### src/rtl/key_word_rot_sched_if.sv
// key_word_rot_sched_if
// ---------------------
// Bundles the control pulse, input handshake, output handshake and result
// fields of key_word_rot_sched.
//
// Handshake semantics (both directions):
//   A transfer happens on a rising clock edge where valid && ready are both 1.
//   The producer keeps valid and data stable until the transfer happens.
//   ready may depend combinationally on the consumer's state, but never on
//   the producer's valid in the same cycle.
//
// Signals:
//   start       : one-cycle pulse that begins a new key schedule
//   inValid     : inWord holds w[i-1]
//   inReady     : block accepts inWord this cycle
//   inWord      : previous key word w[i-1]
//   outValid    : output registers hold a result
//   outReady    : downstream accepts the result
//   outWord     : rotated or passed-through word
//   outNeedsSub : downstream must apply SubWord to outWord
//   rconWord    : {rc, zeros} when Rcon applies, else 0
//   wordIndex   : index i of the word on the output
//   done        : last word of the schedule has been accepted
// Modports:
//   master : the side that drives words in and takes results out
//   slave  : the scheduler block
interface key_word_rot_sched_if #(
  parameter int WORD = 32
);
  logic            start;
  logic            inValid;
  logic            inReady;
  logic [WORD-1:0] inWord;
  logic            outValid;
  logic            outReady;
  logic [WORD-1:0] outWord;
  logic            outNeedsSub;
  logic [WORD-1:0] rconWord;
  logic [5:0]      wordIndex;
  logic            done;

  modport master (
    output start, inValid, inWord, outReady,
    input  inReady, outValid, outWord, outNeedsSub, rconWord, wordIndex, done
  );

  modport slave (
    input  start, inValid, inWord, outReady,
    output inReady, outValid, outWord, outNeedsSub, rconWord, wordIndex, done
  );
endinterface

### src/rtl/key_word_rot_sched.sv
// key_word_rot_sched
// ------------------
// Sequential AES key-expansion word scheduler. Takes the stream of previous
// words w[i-1] for i = NK .. 4*(NK+7)-1, tracks i internally, and per word
// decides whether to rotate it, which Rcon word goes with it and whether the
// downstream S-box stage must apply SubWord. One register stage, one word
// per clock when the output is drained every cycle.
//
// Ports:
//   clk       : system clock, all state on the rising edge
//   rst       : synchronous active-high reset
//   bus       : key_word_rot_sched_if.slave (start, in/out handshakes, results)
//   state_dbg : current FSM state (0 IDLE, 1 RUN, 2 FINISH)
module key_word_rot_sched #(
  parameter int BYTE       = 8,
  parameter int WORD_BYTES = 4,
  parameter int NK         = 4,
  parameter int ROT_BYTES  = 1
) (
  input  logic                       clk,
  input  logic                       rst,
  key_word_rot_sched_if.slave        bus,
  output logic [1:0]                 state_dbg
);
  localparam int WORD = BYTE * WORD_BYTES;
  localparam int LAST = 4 * (NK + 7) - 1;

  localparam logic [5:0] LAST_IDX = 6'(LAST);
  localparam logic [5:0] NK_IDX   = 6'(NK);
  localparam logic [3:0] NK_M1    = 4'(NK - 1);

  if (!(NK == 4 || NK == 6 || NK == 8)) begin : g_bad_nk
    $error("key_word_rot_sched: NK must be 4, 6 or 8");
  end
  if (ROT_BYTES < 0 || ROT_BYTES >= WORD_BYTES) begin : g_bad_rot
    $error("key_word_rot_sched: ROT_BYTES must be in 0..WORD_BYTES-1");
  end

  typedef enum logic [1:0] {
    S_IDLE   = 2'd0,
    S_RUN    = 2'd1,
    S_FINISH = 2'd2
  } state_e;

  state_e          state_q, state_d;
  logic [5:0]      idx_q, idx_d;
  // phase = (NK - i mod NK) mod NK: zero exactly when i is a multiple of NK,
  // so the rotate decision needs no divider.
  logic [3:0]      phase_q, phase_d;
  logic [7:0]      rc_q, rc_d;
  logic            out_valid_q, out_valid_d;
  logic [WORD-1:0] out_word_q, out_word_d;
  logic            out_sub_q, out_sub_d;
  logic [WORD-1:0] rcon_q, rcon_d;
  logic [5:0]      out_idx_q, out_idx_d;

  logic            in_ready;
  logic            done;
  logic            accept;
  logic            is_rot;
  logic            is_sub_only;
  logic [2*WORD-1:0] dbl;
  logic [WORD-1:0] rotated;

  function automatic logic [7:0] xtime(input logic [7:0] v);
    return {v[6:0], 1'b0} ^ (v[7] ? 8'h1B : 8'h00);
  endfunction

  // FSM: state register
  always_ff @(posedge clk) begin
    if (rst) state_q <= S_IDLE;
    else     state_q <= state_d;
  end

  // FSM: next state
  always_comb begin
    state_d = state_q;
    case (state_q)
      S_IDLE, S_FINISH: if (bus.start) state_d = S_RUN;
      S_RUN: begin
        if (bus.start)                            state_d = S_RUN;
        else if (accept && (idx_q == LAST_IDX))   state_d = S_FINISH;
      end
      default: state_d = S_IDLE;
    endcase
  end

  // FSM: outputs. start blocks acceptance in the same cycle.
  always_comb begin
    in_ready = 1'b0;
    done     = 1'b0;
    case (state_q)
      S_RUN:    in_ready = !bus.start && (!out_valid_q || bus.outReady);
      S_FINISH: done     = 1'b1;
      default:  ;
    endcase
  end

  assign accept    = in_ready && bus.inValid;
  assign state_dbg = state_q;

  // Rotate left by ROT_BYTES: the window of a doubled word picks the
  // wrapped bytes without a zero-width slice when ROT_BYTES is 0.
  assign dbl         = {bus.inWord, bus.inWord};
  assign rotated     = dbl[2*WORD-1-ROT_BYTES*BYTE -: WORD];
  assign is_rot      = (phase_q == 4'd0);
  assign is_sub_only = (NK == 8) && (phase_q == 4'd4);

  // Datapath next state
  always_comb begin
    idx_d       = idx_q;
    phase_d     = phase_q;
    rc_d        = rc_q;
    out_valid_d = out_valid_q;
    out_word_d  = out_word_q;
    out_sub_d   = out_sub_q;
    rcon_d      = rcon_q;
    out_idx_d   = out_idx_q;
    if (bus.start) begin
      // Restart drops any pending result; data registers keep their
      // contents but are hidden behind outValid=0.
      idx_d       = NK_IDX;
      phase_d     = 4'd0;
      rc_d        = 8'h01;
      out_valid_d = 1'b0;
    end else if (accept) begin
      out_valid_d = 1'b1;
      out_idx_d   = idx_q;
      idx_d       = idx_q + 6'd1;
      phase_d     = is_rot ? NK_M1 : (phase_q - 4'd1);
      if (is_rot) begin
        out_word_d = rotated;
        out_sub_d  = 1'b1;
        rcon_d     = {rc_q, {(WORD-8){1'b0}}};
        rc_d       = xtime(rc_q);
      end else if (is_sub_only) begin
        out_word_d = bus.inWord;
        out_sub_d  = 1'b1;
        rcon_d     = '0;
      end else begin
        out_word_d = bus.inWord;
        out_sub_d  = 1'b0;
        rcon_d     = '0;
      end
    end else if (out_valid_q && bus.outReady) begin
      out_valid_d = 1'b0;
    end
  end

  // Datapath registers
  always_ff @(posedge clk) begin
    if (rst) begin
      idx_q       <= '0;
      phase_q     <= '0;
      rc_q        <= 8'h01;
      out_valid_q <= 1'b0;
      out_word_q  <= '0;
      out_sub_q   <= 1'b0;
      rcon_q      <= '0;
      out_idx_q   <= '0;
    end else begin
      idx_q       <= idx_d;
      phase_q     <= phase_d;
      rc_q        <= rc_d;
      out_valid_q <= out_valid_d;
      out_word_q  <= out_word_d;
      out_sub_q   <= out_sub_d;
      rcon_q      <= rcon_d;
      out_idx_q   <= out_idx_d;
    end
  end

  assign bus.inReady     = in_ready;
  assign bus.done        = done;
  assign bus.outValid    = out_valid_q;
  assign bus.outWord     = out_word_q;
  assign bus.outNeedsSub = out_sub_q;
  assign bus.rconWord    = rcon_q;
  assign bus.wordIndex   = out_idx_q;
endmodule

### src/flat_wrapper.sv
// flat-port wrapper written by rule: the top's interface ports become plain ports
module key_word_rot_sched_flat 
#(
  parameter int BYTE       = 8,
  parameter int WORD_BYTES = 4,
  parameter int NK         = 4,
  parameter int ROT_BYTES  = 1
)
  (clk, rst, state_dbg, bus_start, bus_inValid, bus_inWord, bus_outReady, bus_inReady, bus_outValid, bus_outWord, bus_outNeedsSub, bus_rconWord, bus_wordIndex, bus_done);
  key_word_rot_sched_if bus_i ();
  input  logic clk;
  input  logic rst;
  output logic [1:0] state_dbg;
  input wire logic [$bits(bus_i.start)-1:0] bus_start;
  input wire logic [$bits(bus_i.inValid)-1:0] bus_inValid;
  input wire logic [$bits(bus_i.inWord)-1:0] bus_inWord;
  input wire logic [$bits(bus_i.outReady)-1:0] bus_outReady;
  output wire logic [$bits(bus_i.inReady)-1:0] bus_inReady;
  output wire logic [$bits(bus_i.outValid)-1:0] bus_outValid;
  output wire logic [$bits(bus_i.outWord)-1:0] bus_outWord;
  output wire logic [$bits(bus_i.outNeedsSub)-1:0] bus_outNeedsSub;
  output wire logic [$bits(bus_i.rconWord)-1:0] bus_rconWord;
  output wire logic [$bits(bus_i.wordIndex)-1:0] bus_wordIndex;
  output wire logic [$bits(bus_i.done)-1:0] bus_done;
  assign bus_i.start = bus_start;
  assign bus_i.inValid = bus_inValid;
  assign bus_i.inWord = bus_inWord;
  assign bus_i.outReady = bus_outReady;
  assign bus_inReady = bus_i.inReady;
  assign bus_outValid = bus_i.outValid;
  assign bus_outWord = bus_i.outWord;
  assign bus_outNeedsSub = bus_i.outNeedsSub;
  assign bus_rconWord = bus_i.rconWord;
  assign bus_wordIndex = bus_i.wordIndex;
  assign bus_done = bus_i.done;
  key_word_rot_sched #(.BYTE(BYTE), .WORD_BYTES(WORD_BYTES), .NK(NK), .ROT_BYTES(ROT_BYTES)) u_core (.clk(clk), .rst(rst), .bus(bus_i), .state_dbg(state_dbg));
endmodule
### config.mk
export PLATFORM = sky130hd
export DESIGN_NAME = key_word_rot_sched_flat
export DESIGN_NICKNAME = d
export VERILOG_FILES = /design/src/rtl/key_word_rot_sched_if.sv /design/src/rtl/key_word_rot_sched.sv /design/src/flat_wrapper.sv
export SDC_FILE = /design/constraint.sdc
export NUM_CORES = 1
export LEC_CHECK = 0
export BUFFER_PORTS_ARGS = -buffer_cell sky130_fd_sc_hd__buf_2
export CAP_MARGIN = 15
export CORE_ASPECT_RATIO = 0.9
export CORE_UTILIZATION = 48
export DETAILED_ROUTE_END_ITERATION = 7
export PLACE_DENSITY = 0.78
export SETUP_SLACK_MARGIN = 0.05
export SLEW_MARGIN = 10
export SYNTH_ARGS = -nofsm -noshare
export SYNTH_HDL_FRONTEND = slang
export SYNTH_SLANG_ARGS = --single-unit
### constraint.sdc
create_clock -name clk -period 3.32 [get_ports clk]
set_input_delay 0 -clock clk [delete_from_list [all_inputs] [get_ports clk]]
set_output_delay 0 -clock clk [all_outputs]
set_load 0.01 [all_outputs]
==> flow_summary.yaml <==
status:
  status: "completed"
place:
  port_buffers: 88
  dp_slack_ns: 1.32
  hpwl_um: 5010
  placed_cells: 495
  place_area_um2: 3330
  gp_congestion: 0.876
floorplanning:
  dieArea_um2: 6600
  rows: 26
  die_h_um: 77.1
  pin_count: 113
  coreArea_um2: 5860
  initial_core_util_pct: 51.4
  fp.dieW_um: 85.5
cts:
  cts_resized: 0
  clk_latency_ns: 0.34
  htreeDepth: 3
  clock-sinks: 68
  cts.path.max_buffers: 2
  root_buffer: "clkbuf_8"
  cts_tree: "yes"
  clk_pin_slew_ns: 0.07
  post_cts_buffers: 0
  cts_made_buffers: 9
synth:
  syn_inst: 363
  synth_top_area_share_pct: 45.2
  avgSynthCellArea_um2: 8.30
  synth_area_leaders: "dfxtp_1 45%, a211oi_1 9.2%, a21oi_1 8.8%"
  synthTopCellsByCount: "68 x dfxtp_1, 55 x nand2_1, 53 x a21oi_1, 38 x nor2_1, 37 x a211oi_1"
  async_flop_share_pct: 0
  synthFlopType: "dfxtp_1"
  yosys_warnings: 0
  synth_top_area_cell: "dfxtp_1"
  synth_most_common_cell: "dfxtp_1"
  ys_seq_area_share_pct: 45.2
  netlist_area_um2: 3010
  synth_edf_count: 0
  yosysUniqueCellTypes: 33
  ys_ff_latch: 68
sta:
  hold_viol_final: 0
  worst_slew_pin_slew_ns: 0.805
  worst_slew_margin_rel_pct: 46.4
  fin_skew_ns: 0.00782
  period_needed_ns: 2.16
  final-max-slew-violation-count: 0
  rsz0062_at_grt: "false"
  period_share_pct: 65.2
  fin_tns_setup_ns: 0
  max_clock_freq_mhz: 462
  setup_ws_ns: 1.16
  setup_viol: 0
  holdWs_ns: 0.0165
worst_setup_path:
  cp_cell_sequence: "and2b_2 -> and3_2 -> buf_4 -> nor2_1 -> a211oi_1"
  critPathRequiredTime_ns: 3.55
  cp.depth: 5
  worstRegToRegCells: 5
  cp.arrival_ns: 2.39
  end_kind: "flop"
  cp_max_fo: 36
  critPathBufInv: 1
  startpoint_type: "flop"
  critPathTopFamily: "simple AND/OR/NAND/NOR gates"
  path_class: "flop to flop"
  slowest_stage: "and3_2"
  critical_path.max_stage_delay_ns: 0.54
detailed_routing:
  viasPerCell: 5.45
  drt_wl_total_um: 7840
  vias: 2923
  first_iter_violations: 183
  postRouteAntennaNets: 0
  drt_pass1_iterations: 6
  drcViolationCount: 0
  wl_per_cell_um: 14.6
pwr:
  peakVddDrop_mv: 0.369
  total_power_mw: 1.61
  powerDensity_nw_per_um2: 431
  total_leakage_power_nw: 1.71
flow_run:
  drv_cap: 0
finish:
  final_cell_area_um2: 3730
  final_layout_size_suffix_gt1_share_pct: 23.4
  area_growth_pct: 24.0
  fin_cells: 536
  fin_nets: 500
  final_core_util_pct: 63.8
grt:
  grt_max_degree: 53
  antenna_found_initial: 1
  grt_first_pass_wirelength_um: 12500
  track_usage_pct: 24.0
  first_global_vias: 2626
  overflow: 0
worst_hold_path:
  holdPathStages: 3
  hp-class: "primary input to flop"
## layout by cell type, fill, tap and decap left out, types with 2 or more instances in the layout
master	synthesis	final
buf_2	9	88
dfxtp_1	68	68
nand2_1	55	55
a21oi_1	53	53
nor2_1	38	38
a211oi_1	37	37
dlygate4sd3_1	0	25
conb_1	1	24
nand3_1	11	11
mux2i_1	9	9
clkbuf_8	0	9
inv_1	5	5
xnor2_1	4	4
buf_4	32	4
or3_1	3	3
clkinv_2	0	3
clkbuf_1	12	3
or4_1	2	2
o21ai_0	2	2
nand4b_1	2	2
nor3_1	2	2
nand4_1	2	2
ha_1	2	2
## what timing repair did
action                                  4_1_cts  5_1_grt
endpoints found under the setup margin        0        0
endpoints found under the hold margin        25        0
hold buffers                                 25        0
## registers in the layout, summed over array words and instances, names as in the netlist
| register | cells |
|---|---|
| u_core.bus.outWord | 32 |
| u_core.bus.rconWord | 8 |
| u_core.rc_q | 8 |
| u_core.bus.wordIndex | 6 |
| u_core.idx_q | 6 |
| u_core.phase_q | 4 |
| u_core.state_dbg | 2 |
| u_core.bus.outNeedsSub | 1 |
| u_core.bus.outValid | 1 |
## final cells by class
class / instances / area [um2]
antenna: 1 / 2.50
clock buffer: 12 / 135
clock inverter: 3 / 15.0
fill: 520 / 2120
inverter: 5 / 18.8
multi-input combinational: 260 / 1390
sequential: 68 / 1360
tap: 70 / 87.6
timing repair buffer: 117 / 721
## routing by layer
layer / share of wire [%] / global-route usage, % / routed length, um
met1: 42 / 31.3 / 3280
met2: 46 / 37.3 / 3620
met3: 8.8 / 7.00 / 687
met4: 3.2 / 9.67 / 250
met5: 0 / 0 / 0
## worst reg2reg max path, cell delays in order, from the launching register on
cell	delay (ns)
dfxtp_1	0.37
and2b_2	0.24
and3_2	0.54
buf_4	0.44
nor2_1	0.13
a211oi_1	0.33
## logic make-up (layout without fill, tap and decap cells)
family          count (synthesis)  in the layout  synth area share (%)
compound gates                 95             95                  19.1
buf+inv                        58            137                  11.6
other cells                     1             25                 0.125
xor+xnor                        5              5                  1.45
mux                             9              9                  2.99
fa+ha+maj                       2              2                 0.831
simple gates                  125            125                  18.7
flops                          68             68                  45.2
## final timing paths
| path | startpoint | endpoint | slack [ns] |
|---|---|---|---|
| max | u_core.state_dbg[0] | u_core.bus.outWord[15] | 1.16 |
| min | bus_inWord[29] | u_core.bus.outWord[29] | 0.02 |
| max reg2reg | u_core.state_dbg[0] | u_core.bus.outWord[15] | 1.16 |
| min reg2reg | u_core.bus.rconWord[26] | u_core.bus.rconWord[26] | 0.45 |
## report_power, final
group          internal, mW  switching, mW  total [mW]
Sequential            0.837         0.0132       0.851
Clock                 0.264          0.293       0.556
Combinational        0.0818          0.119       0.201
(Power assumes the default switching activity.)
